==> src/rtl/key_scan_ctrl.sv <==
// key_scan_ctrl: scanned two-sample key debouncer with press/release/long-press event FIFO (long press built only with KEY_SCAN_LONG_EN)
module key_scan_ctrl #(
  parameter int NUM_KEYS = 4,
  parameter int SCAN_DIV = 1000000,
  parameter int LONG_TICKS = 50,
  parameter int FIFO_DEPTH = 4,
  localparam int KW = NUM_KEYS > 1 ? $clog2(NUM_KEYS) : 1
) (
  input  logic                clk,
  input  logic                rst_n,
  input  logic [NUM_KEYS-1:0] key_in,
  output logic                ev_valid,
  input  logic                ev_ready,
  output logic [KW-1:0]       ev_key,
  output logic [1:0]          ev_type,
  output logic [NUM_KEYS-1:0] key_state,
  output logic                overflow,
  input  logic                clr_ovf
);
  localparam int CW = SCAN_DIV > 1 ? $clog2(SCAN_DIV) : 1;
  localparam int AW = $clog2(FIFO_DEPTH);
  typedef enum logic {IDLE, SCAN} state_t;
  state_t state, state_nx;
  logic [KW-1:0] idx, idx_nx;
  logic [NUM_KEYS-1:0] s1, sk, snap, prev;
  logic [CW-1:0] cnt;
  logic tick, p, q, chg, lng, push, pop, full, wr, drop;
  logic [1:0] push_type;
  logic [KW+1:0] mem [FIFO_DEPTH];
  logic [AW-1:0] wp, rp;
  logic [AW:0] count;
  assign tick = cnt == CW'(SCAN_DIV - 1);
  always_ff @(posedge clk or negedge rst_n) begin
    if (!rst_n) begin
      s1 <= '1;
      sk <= '1;
      snap <= '1;
      prev <= '1;
      cnt <= '0;
    end else begin
      s1 <= key_in;
      sk <= s1;
      cnt <= tick ? '0 : cnt + 1'b1;
      if (tick) begin
        prev <= snap;
        snap <= sk;
      end
    end
  end
  always_ff @(posedge clk or negedge rst_n) begin
    if (!rst_n) begin
      state <= IDLE;
      idx <= '0;
    end else begin
      state <= state_nx;
      idx <= idx_nx;
    end
  end
  always_comb begin
    state_nx = state == IDLE ? (tick ? SCAN : IDLE) : (idx == KW'(NUM_KEYS - 1) ? IDLE : SCAN);
    idx_nx = (state == SCAN && idx != KW'(NUM_KEYS - 1)) ? idx + 1'b1 : '0;
  end
  assign p = ~snap[idx];
  assign q = ~prev[idx];
  assign chg = state == SCAN && p == q && p != key_state[idx];
`ifdef KEY_SCAN_LONG_EN
  localparam int HW = $clog2(LONG_TICKS + 1);
  logic [HW-1:0] hold [NUM_KEYS];
  logic inc;
  assign inc = state == SCAN && !chg && key_state[idx] && hold[idx] < HW'(LONG_TICKS);
  assign lng = inc && hold[idx] + 1'b1 == HW'(LONG_TICKS);
  always_ff @(posedge clk or negedge rst_n) begin
    if (!rst_n) hold <= '{default: '0};
    else if (chg) hold[idx] <= '0;
    else if (inc) hold[idx] <= hold[idx] + 1'b1;
  end
`else
  assign lng = LONG_TICKS < 0;
`endif
  assign push = chg | lng;
  assign push_type = chg ? {~p, p} : 2'b11;
  assign ev_valid = count != '0;
  assign {ev_key, ev_type} = ev_valid ? mem[rp] : '0;
  assign pop = ev_valid & ev_ready;
  assign full = count == (AW + 1)'(FIFO_DEPTH);
  assign wr = push & (~full | pop);
  assign drop = push & full & ~pop;
  always_ff @(posedge clk or negedge rst_n) begin
    if (!rst_n) begin
      count <= '0;
      wp <= '0;
      rp <= '0;
      overflow <= 1'b0;
      key_state <= '0;
    end else begin
      if (wr) wp <= wp + 1'b1;
      if (pop) rp <= rp + 1'b1;
      count <= count + (AW + 1)'(wr) - (AW + 1)'(pop);
      overflow <= drop | (overflow & ~clr_ovf);
      if (chg) key_state[idx] <= p;
    end
  end
  always_ff @(posedge clk) if (wr) mem[wp] <= {idx, push_type};
endmodule

==> config.mk <==
export PLATFORM = sky130hd
export DESIGN_NAME = key_scan_ctrl
export DESIGN_NICKNAME = d
export VERILOG_FILES = /design/src/rtl/key_scan_ctrl.sv
export SDC_FILE = /design/constraint.sdc
export NUM_CORES = 1
export LEC_CHECK = 0
export CAP_MARGIN = 30
export CORE_ASPECT_RATIO = 1.4
export CORE_MARGIN = 2
export CORE_UTILIZATION = 35
export CTS_CLUSTER_DIAMETER = 40
export DETAILED_ROUTE_END_ITERATION = 6
export PLACE_DENSITY_LB_ADDON = 0.12
export SYNTH_ARGS = -nofsm -noshare
export SYNTH_HDL_FRONTEND = slang
export SYNTH_SLANG_ARGS = --single-unit
export TNS_END_PERCENT = 30
==> constraint.sdc <==
create_clock -name clk -period 5.32 [get_ports clk]
set_clock_uncertainty 0.15 [all_clocks]
set_input_delay 1.064 -clock clk [delete_from_list [all_inputs] [get_ports clk]]
set_output_delay 1.064 -clock clk [all_outputs]
set_load 0.05 [all_outputs]
==> run summary, run 1 <==
Nets - 287
Fin crit period - 3.44 ns
Depth of the most critical reg-to-reg path - 5
R2R setup slack - 2.47 ns
Die span in x - 81.5 um
Drt via density - 4.83
Initial Utilization - 36.1%
Peak supply drop - 0.234 mV
Row count - 39
Postcts setup bufs - 0
Hold_buf cts - 0
Initial antenna violation count - 0
Routability Congestion - 0.702
Max-slew headroom - 43.2%
Min Hold Slack - 0.204 ns
Mapped cell area - 2940 sq um
PnR Total Power - 1.37 mW
RSZ-0062 raised after global routing - false
Period utilisation layout - 64.7%
Clk slew on worst S/H paths - 0.05 ns
Critical Path Sink - ev_type[0]
First-pass GRT wire length - 8940 um
Crit. End Element - output pin
Vias post-DR - 1,807
Buffers on Ports - 17
Post-cts sizing count - 0
Sequential share of the synthesized area - 60.4%
Fin util - 43.8%
CTS tree - done
Setup TNS - 0 ns
Required @ worst endpoint - 4.11 ns
Area delta synth->final - 21.2%
WL/cell - 13.8 um
Final HPWL DP - 3690 um
WP data arrival - 2.23 ns
Most common cell after layout, fill and taps aside - nand2_1
Io pins - 18
Tot GR Track Use - 13.2%
H-tree levels - 3
Post-Route WL - 5160 um
Syn. warnings - 0
Maximum capacitance violations - 0
Worst slew pin tran - 0.844 ns
Cells after synthesis - 242
Worst-path maximum fanout - 6
Sink Count - 67
Largest net degree at the start of global routing - 47
Diode count - 0
Crit path kind - register to output pin
Worst min-delay path class - register to register
Max Clk Rate - 291 MHz
Worst r2r src - idx[0]
DRT Pass-1 Iters - 4
Setup violations, final - 0
Die Ht - 112 um
Setup crit start kind - register
Die area - 9160 sq um
Cells after DPL - 358
Post-Syn Nets - 262
Drc violations - 0
Placed cell areas - 3230 sq um
Most frequent cells in the layout - nand2_1, dfrtp_1, clkdlybuf4s50_1, edfxtp_1, dfstp_2
Post-DRT Antenna Nets - 0
Placeable Area - 8150 sq um
Slew Viols, Final - 0
CTS Buf Count - 9
Final cell count without fillers - 374
PwrDens - 383 nW/um^2
Pre-CTS WS - 1.94 ns
Skew-Pair Late Insertion Delay - 0.33 ns
Synth Register Bits - 67
Final instance area - 3570 sq um
Mapped Avg Cell Area - 12.2 sq um
Initial DRC count - 67
Static Leakage - 1.45 nW
Layout cells sized above 1 - 17.3%
Unique masters post-synth - 33
PnR worst setup slack - 1.88 ns
Capturing point of the worst reg2reg path - count[1]
Final count of hold timing violations - 0
Setup crit start - rp[0]
Grt ovf - 0
Vias in the first global route - 1,893
CTS Root Buffer Type - clkbuf_16
Run status - complete, no violations
Bufs on Longest Clock Path - 2
## flip-flops by register name, indices dropped and copies added, names as in the netlist
| signal | cells |
|---|---|
| rp | 2 |
| state | 1 |
| idx | 2 |
| wp | 2 |
| sk | 4 |
| snap | 4 |
| count | 3 |
| s1 | 4 |
| key_state | 4 |
| overflow | 1 |
| cnt | 20 |
| prev | 4 |
| mem | 16 |
## per-layer routing
metal  vias up  GRT usage (%)  share of wire (%)
met4         0           6.44                2.1
met3         8           3.38                2.3
met1       884           14.4                 40
met5         -              0                  0
met2        21           23.2                 56
li1        894              -                  -
## synthesized netlist by cell type
cell type  count  area, sq um
nand2_1       41          154
dfrtp_1       35          876
dfstp_2       16          420
edfxtp_1      16          480
nand3_1       14         70.1
nor2_1        13         48.8
and2_1        11         68.8
ha_1          11          138
inv_1         11         41.3
xor2_1        10         87.6
xnor2_1        9         78.8
mux4_2         7          158
o21ai_0        6         30.0
o21ai_1        6         30.0
clkbuf_1       5         18.8
nand4_1        5         31.3
a31oi_1        4         25.0
and3_1         3         18.8
nor4_1         3         18.8
nor3_1         2         10.0
or3_1          2         12.5
a21oi_4        1         16.3
a2bb2oi_2      1         15.0
and4_1         1         8.76
fa_1           1         20.0
mux2i_1        1         10.0
nand2b_1       1         6.26
nor4b_1        1         8.76
o22ai_1        1         6.26
or2_1          1         6.26
or2_2          1         6.26
or3_4          1         11.3
or4b_2         1         10.0
## worst min path at each step
stage	start	end	slack [ns]	depth (start not counted)
after floorplan	s1[0]	sk[0]	0.20	0
after global placement	s1[0]	sk[0]	0.20	0
after detailed placement	s1[0]	sk[0]	0.20	0
after CTS	s1[0]	sk[0]	0.21	0
after global routing	s1[1]	sk[1]	0.21	0
final	s1[2]	sk[2]	0.20	0
## cells by family (layout without fill, tap and decap cells)
logic type,count (synthesis),count (layout),share of synthesized area [%]
buffers and inverters,16,46,2.04
AO/OA/AOI/OAI,19,19,4.17
multiplexers,8,8,5.70
flip-flops,67,67,60.4
XOR/XNOR,19,19,5.66
AND/OR/NAND/NOR,101,101,16.7
adder cells (fa/ha/maj),12,12,5.36
## critical path, stage by stage, from the launching register on
cell and delay, ns:
dfrtp_1 0.52, mux4_2 0.54, and2_1 0.16, clkdlybuf4s50_1 0.69
## layout make-up
type	count	area, sq um
Fill cell	768	4580
Inverter	11	41.3
Sequential cell	67	1780
Timing Repair Buffer	19	180
Clock buffer	10	250
Tap cell	102	128
Multi-Input combinational cell	159	1100
Clock inverter	6	85.1
## power by group
part	leakage, nW	switching (mW)	internal [mW]	total, mW
Sequential	0.762	0.0287	0.552	0.581
Combinational	0.521	0.0748	0.0628	0.138
Clock	0.168	0.210	0.437	0.647
(Power assumes the default switching activity.)
==> run 2: changes to the inputs <==
Clock period 5.32 ns to 3 ns, I/O delays scaled along.
==> run summary, run 2 (synthesized netlist as in run 1, its figures left out) <==
Run status - complete, no violations (unchanged)
Worst slew pin tran - 0.774 ns (was 0.844 ns)
Placeable Area - 8150 sq um (unchanged)
Row count - 39 (unchanged)
Post-DRT Antenna Nets - 0 (unchanged)
Worst Hold Depth - 0 (unchanged)
Largest regs - cnt x20, mem x16 (unchanged)
Crit path largest cell delay - 0.54 ns (was 0.69 ns)
Max reg flops - 20 (unchanged)
Largest net degree at the start of global routing - 52 (was 47)
Io pins - 18 (unchanged)
Die area - 9160 sq um (unchanged)
Initial Utilization - 36.1% (unchanged)
CTS tree - done (unchanged)
Sink Count - 67 (unchanged)
Crit path kind - register to output pin (unchanged)
Die Ht - 112 um (unchanged)
Fin crit period - 2.72 ns
Buffers on Ports - 17 (unchanged)
Skew-Pair Late Insertion Delay - 0.33 ns (about the same)
Static Leakage - 1.47 nW (was 1.45 nW)
Min Hold Slack - 0.205 ns (was 0.204 ns)
Initial DRC count - 41 (was 67)
Hold_sp - s1[2] (unchanged)
Max-slew headroom - 47.9% (was 43.2%)
Largest reg by FF count - cnt (unchanged)
Top Layer Used - met4 (unchanged)
Diode count - 0 (unchanged)
Worst min-delay path class - register to register (unchanged)
WL/cell - 14.3 um (was 13.8 um)
Tot GR Track Use - 13.9% (was 13.2%)
Worst-path maximum fanout - 6 (unchanged)
Postcts setup bufs - 0 (unchanged)
Peak supply drop - 0.426 mV (was 0.234 mV)
WP data arrival - 1.97 ns (was 2.23 ns)
Most common cell after layout, fill and taps aside - nand2_1 (unchanged)
Drt via density - 4.88 (was 4.83)
Crit path max-delay cell type - mux4_2 (was clkdlybuf4s50_1)
Setup crit start - rp[0] (unchanged)
Period utilisation layout - 90.8%
Worst r2r src - idx[0] (unchanged)
Fin util - 43.9% (was 43.8%)
Post-Route WL - 5390 um (was 5160 um)
First-pass GRT wire length - 9200 um (was 8940 um)
Vias in the first global route - 1,888 (was 1,893)
Capturing point of the worst reg2reg path - count[1] (unchanged)
Grt ovf - 0 (unchanged)
Met3 wirelength from detailed routing - 161 um (was 121 um)
CTS Buf Count - 9 (unchanged)
Max Clk Rate - 367 MHz
Clk slew on worst S/H paths - 0.06 ns (was 0.05 ns)
RSZ-0062 raised after global routing - false (unchanged)
Met1 WL - 2190 um (was 2050 um)
Crit. End Element - output pin (unchanged)
Die span in x - 81.5 um (unchanged)
Nets - 289 (was 287)
R2R setup slack - 0.40 ns (was 2.47 ns)
CTS Root Buffer Type - clkbuf_16 (unchanged)
Routability Congestion - 0.734 (was 0.702)
Depth of the most critical reg-to-reg path - 5 (unchanged)
Vias post-DR - 1,834 (was 1,807)
Setup crit start kind - register (unchanged)
Required @ worst endpoint - 2.25 ns (was 4.11 ns)
Maximum capacitance violations - 0 (unchanged)
Most frequent cells in the layout - nand2_1, dfrtp_1, edfxtp_1, dfstp_2, nand3_1 (was nand2_1, dfrtp_1, clkdlybuf4s50_1, edfxtp_1, dfstp_2)
Setup TNS - 0 ns (unchanged)
Placed cell areas - 3250 sq um (was 3230 sq um)
DRT Pass-1 Iters - 7 (was 4)
Initial antenna violation count - 0 (unchanged)
Final instance area - 3570 sq um (about the same)
Final HPWL DP - 3700 um (was 3690 um)
H-tree levels - 3 (unchanged)
PnR Total Power - 2.39 mW (was 1.37 mW)
Drc violations - 0 (unchanged)
Worst-path cell chain - mux4_2 > and2_1 > dlygate4sd2_1 (was mux4_2 > and2_1 > clkdlybuf4s50_1)
PwrDens - 668 nW/um^2 (was 383 nW/um^2)
Bufs on Longest Clock Path - 2 (unchanged)
Final count of hold timing violations - 0 (unchanged)
Hold worst-path end - sk[2] (unchanged)
Area delta synth->final - 21.5% (was 21.2%)
Layout cells sized above 1 - 17.9% (was 17.3%)
Wire length on met2 - 2870 um (was 2880 um)
Slew Viols, Final - 0 (unchanged)
Setup violations, final - 0 (unchanged)
[run 2: changes by cell type in the layout (fill, tap and decap cells not counted), sizes merged]
cell / change
buf: +2
bufinv: -2
clkdlybuf4s50: -4
clkbuf: +2
dlygate4sd2: +4
clkinv: -2
inv: +2
[run 2: cell type report]
type | instances | area [sq um]
Sequential cell | 67 | 1780
Clock buffer | 12 | 300
Clock inverter | 4 | 32.5
Inverter | 11 | 41.3
Tap cell | 102 | 128
Multi-Input combinational cell | 159 | 1100
Fill cell | 744 | 4580
Timing Repair Buffer | 21 | 190
[run 2: metal layers]
| metal | global-route usage (%) | vias to the layer above |
|---|---|---|
| met1 | 15.1 | 896 |
| met4 | 9.94 | 0 |
| li1 | - | 888 |
| met5 | 0 | - |
| met2 | 23.2 | 39 |
| met3 | 3.14 | 11 |
[run 2: per-stage QoR]
stage               worst slack [ns]  std cells
global placement               0.129        360
finish                         0.275        376
detailed placement             0.112        360
CTS                            0.227        376
global route                   0.169        376
floorplan                      0.361        242
[run 2: worst max-delay path: cells and delay by family (launching register included)]
kind                   cells  cell delay (ns)
AND/OR/NAND/NOR            1             0.16
flip-flops                 1             0.53
buffers and inverters      1             0.41
multiplexers               1             0.54
[run 2: where the power goes]
group / leakage [nW] / total [mW] / internal [mW] / switching [mW]
Sequential: 0.762 / 1.03 / 0.978 / 0.0513
Combinational: 0.539 / 0.235 / 0.104 / 0.131
Clock: 0.166 / 1.12 / 0.718 / 0.406
[run 2: repair_timing]
action	CTS	global route
hold buffers	0	0
gates resized for setup	4	0
endpoints found under the setup margin	4	0
[run 2: how the worst max path moves through the flow]
stage / endpoint / depth (start not counted)
6_report: ev_type[0] / 3
3_3_place_gp: count[2] / 7
5_1_grt: ev_type[0] / 3
2_1_floorplan: count[1] / 5
3_5_place_dp: count[2] / 7
4_1_cts: ev_key[1] / 3
==> run 3: changes to the inputs <==
Settings changed: PLACE_DENSITY from default to 0.56, PLACE_DENSITY_LB_ADDON 0.12 to default.
==> run summary, run 3 (synthesized netlist as in run 1, its figures left out) <==
Crit. End Element - register (was output pin)
Net Sw Power - 0.553 mW (was 0.588 mW)
Drt via density - 4.83 (was 4.88)
Required @ worst endpoint - 3.05 ns (was 2.25 ns)
Crit path kind - register to register (was register to output pin)
Combinational share of power - 10.2% (was 9.8%)
Tot GR Track Use - 13.0% (was 13.9%)
Die Ht - 112 um (unchanged)
Max Clk Rate - 362 MHz (was 367 MHz)
Most frequent cells in the layout - nand2_1, dfrtp_1, edfxtp_1, dfstp_2, nand3_1 (unchanged)
Run status - complete, no violations (unchanged)
Die span in x - 81.5 um (unchanged)
Diode count - 0 (unchanged)
Skew-Pair Late Insertion Delay - 0.33 ns (about the same)
Buffers on Ports - 17 (unchanged)
Largest net degree at the start of global routing - 52 (unchanged)
Vias in the first global route - 1,906 (was 1,888)
Worst-path cell chain - mux4_2 > or3_4 > a21oi_4 > ha_1 > fa_1 (was mux4_2 > and2_1 > dlygate4sd2_1)
Clock share of power - 44.8% (was 47.1%)
Crit path largest cell delay - 0.64 ns (was 0.54 ns)
Most common cell after layout, fill and taps aside - nand2_1 (unchanged)
CTS tree - done (unchanged)
Post-DRT Antenna Nets - 0 (unchanged)
WL/cell - 13.8 um (was 14.3 um)
RSZ-0062 raised after global routing - false (unchanged)
First-pass GRT wire length - 8880 um (was 9200 um)
DRT Pass-1 Iters - 4 (was 7)
Max-slew headroom - 46.3% (was 47.9%)
Worst min-delay path class - register to register (unchanged)
WP data arrival - 2.81 ns (was 1.97 ns)
Initial Utilization - 36.1% (unchanged)
Vias post-DR - 1,807 (was 1,834)
Max reg flops - 20 (unchanged)
Setup crit start kind - register (unchanged)
Grt ovf - 0 (unchanged)
Static Leakage - 1.44 nW (was 1.47 nW)
Clk slew on worst S/H paths - 0.06 ns (about the same)
Peak supply drop - 0.408 mV (was 0.426 mV)
CTS Root Buffer Type - clkbuf_16 (unchanged)
Internal Power - 1.74 mW (was 1.80 mW)
Largest regs - cnt x20, mem x16 (unchanged)
Maximum capacitance violations - 0 (unchanged)
Worst slew pin tran - 0.798 ns (was 0.774 ns)
Net Sw Frac - 24.1% (was 24.6%)
Post-Route WL - 5140 um (was 5390 um)
Layout cells sized above 1 - 16.5% (was 17.9%)
Initial DRC count - 97 (was 41)
Die area - 9160 sq um (unchanged)
Placeable Area - 8150 sq um (unchanged)
Nets - 287 (was 289)
Crit path max-delay cell type - mux4_2 (unchanged)
Setup TNS - 0 ns (unchanged)
Sequential power share - 45.0% (was 43.1%)
Initial antenna violation count - 0 (unchanged)
Postcts setup bufs - 0 (unchanged)
Setup violations, final - 0 (unchanged)
Io pins - 18 (unchanged)
CTS Buf Count - 9 (unchanged)
Final HPWL DP - 3490 um (was 3700 um)
Final count of hold timing violations - 0 (unchanged)
Bufs on Longest Clock Path - 2 (unchanged)
Area delta synth->final - 19.7% (was 21.5%)
Largest reg by FF count - cnt (unchanged)
Worst-path maximum fanout - 11 (was 6)
Fin crit period - 2.76 ns (was 2.72 ns)
Drc violations - 0 (unchanged)
Sink Count - 67 (unchanged)
Period utilisation layout - 92.1% (was 90.8%)
Routability Congestion - 0.692 (was 0.734)
Slew Viols, Final - 0 (unchanged)
H-tree levels - 3 (unchanged)
Row count - 39 (unchanged)
PwrDens - 653 nW/um^2 (was 668 nW/um^2)
PnR Total Power - 2.30 mW (was 2.39 mW)
run 3: changes by cell type in the layout (fill, tap and decap cells not counted), sizes merged:
cell | before | now
bufinv | 0 | 1
buf | 5 | 3
clkbuf | 12 | 11
inv | 14 | 11
clkinv | 1 | 4
run 3: cell type report:
| type | instances | area, sq um |
|---|---|---|
| clock buffer | 11 | 243 |
| clock inverter | 5 | 52.6 |
| fill | 772 | 4630 |
| inverter | 11 | 41.3 |
| multi-input combinational | 159 | 1100 |
| sequential | 67 | 1780 |
| tap | 102 | 128 |
| timing repair buffer | 19 | 175 |
run 3: metrics by stage:
step	util, %	cells	instance area, sq um	setup WS (ns)	hold slack [ns]
4_1_cts	43.2	374	3520	0.220	0.205
3_5_place_dp	39.6	358	3230	0.105	0.197
6_report	43.2	374	3520	0.236	0.204
3_3_place_gp	39.6	358	3230	0.121	0.196
2_1_floorplan	-	242	2940	0.361	0.154
5_1_grt	43.2	374	3520	0.0987	0.207
run 3: critical path, delay by kind of cell, from the launching register on:
kind,cells,cell delay (ns)
muxes,1,0.64
adders and majority gates,2,0.60
DFF,1,0.59
and+or+nand+nor,1,0.44
AOI/OAI and AO/OA,1,0.23
run 3: metal layers:
layer | global-route usage, % | vias to the layer above | share of wire, %
met4 | 7.34 | 0 | 2.0
li1 | - | 882 | -
met3 | 2.65 | 9 | 2.1
met1 | 15.2 | 892 | 42
met2 | 21.6 | 24 | 54
met5 | 0 | - | 0
run 3: power by group through the flow:
stage	logic [mW]	clock network, mW	registers, mW
finish	0.235	1.03	1.03
global route	0.263	1.10	1.04
CTS	0.243	1.05	1.04
detailed placement	0.248	0	1.05
global placement	0.244	0	1.05
floorplan	0.193	0	1.02
run 3: final timing paths:
| kind | startpoint | slack (ns) | end | cells after the start |
|---|---|---|---|---|
| max in group asynchronous | rst_n | 2.03 | count[1] | 2 |
| worst max-delay path | idx[0] | 0.24 | count[1] | 5 |
| worst max register to register | idx[0] | 0.24 | count[1] | 5 |
| worst min-delay path | s1[0] | 0.20 | sk[0] | 0 |
| worst min register to register | s1[0] | 0.20 | sk[0] | 0 |
| min in group asynchronous | rst_n | 0.23 | cnt[12] | 2 |
run 3: timing repair:
item	4_1_cts	5_1_grt
endpoints found under the hold margin	0	0
hold buffers	0	0
setup endpoints to repair	4	0
resized for setup	4	0
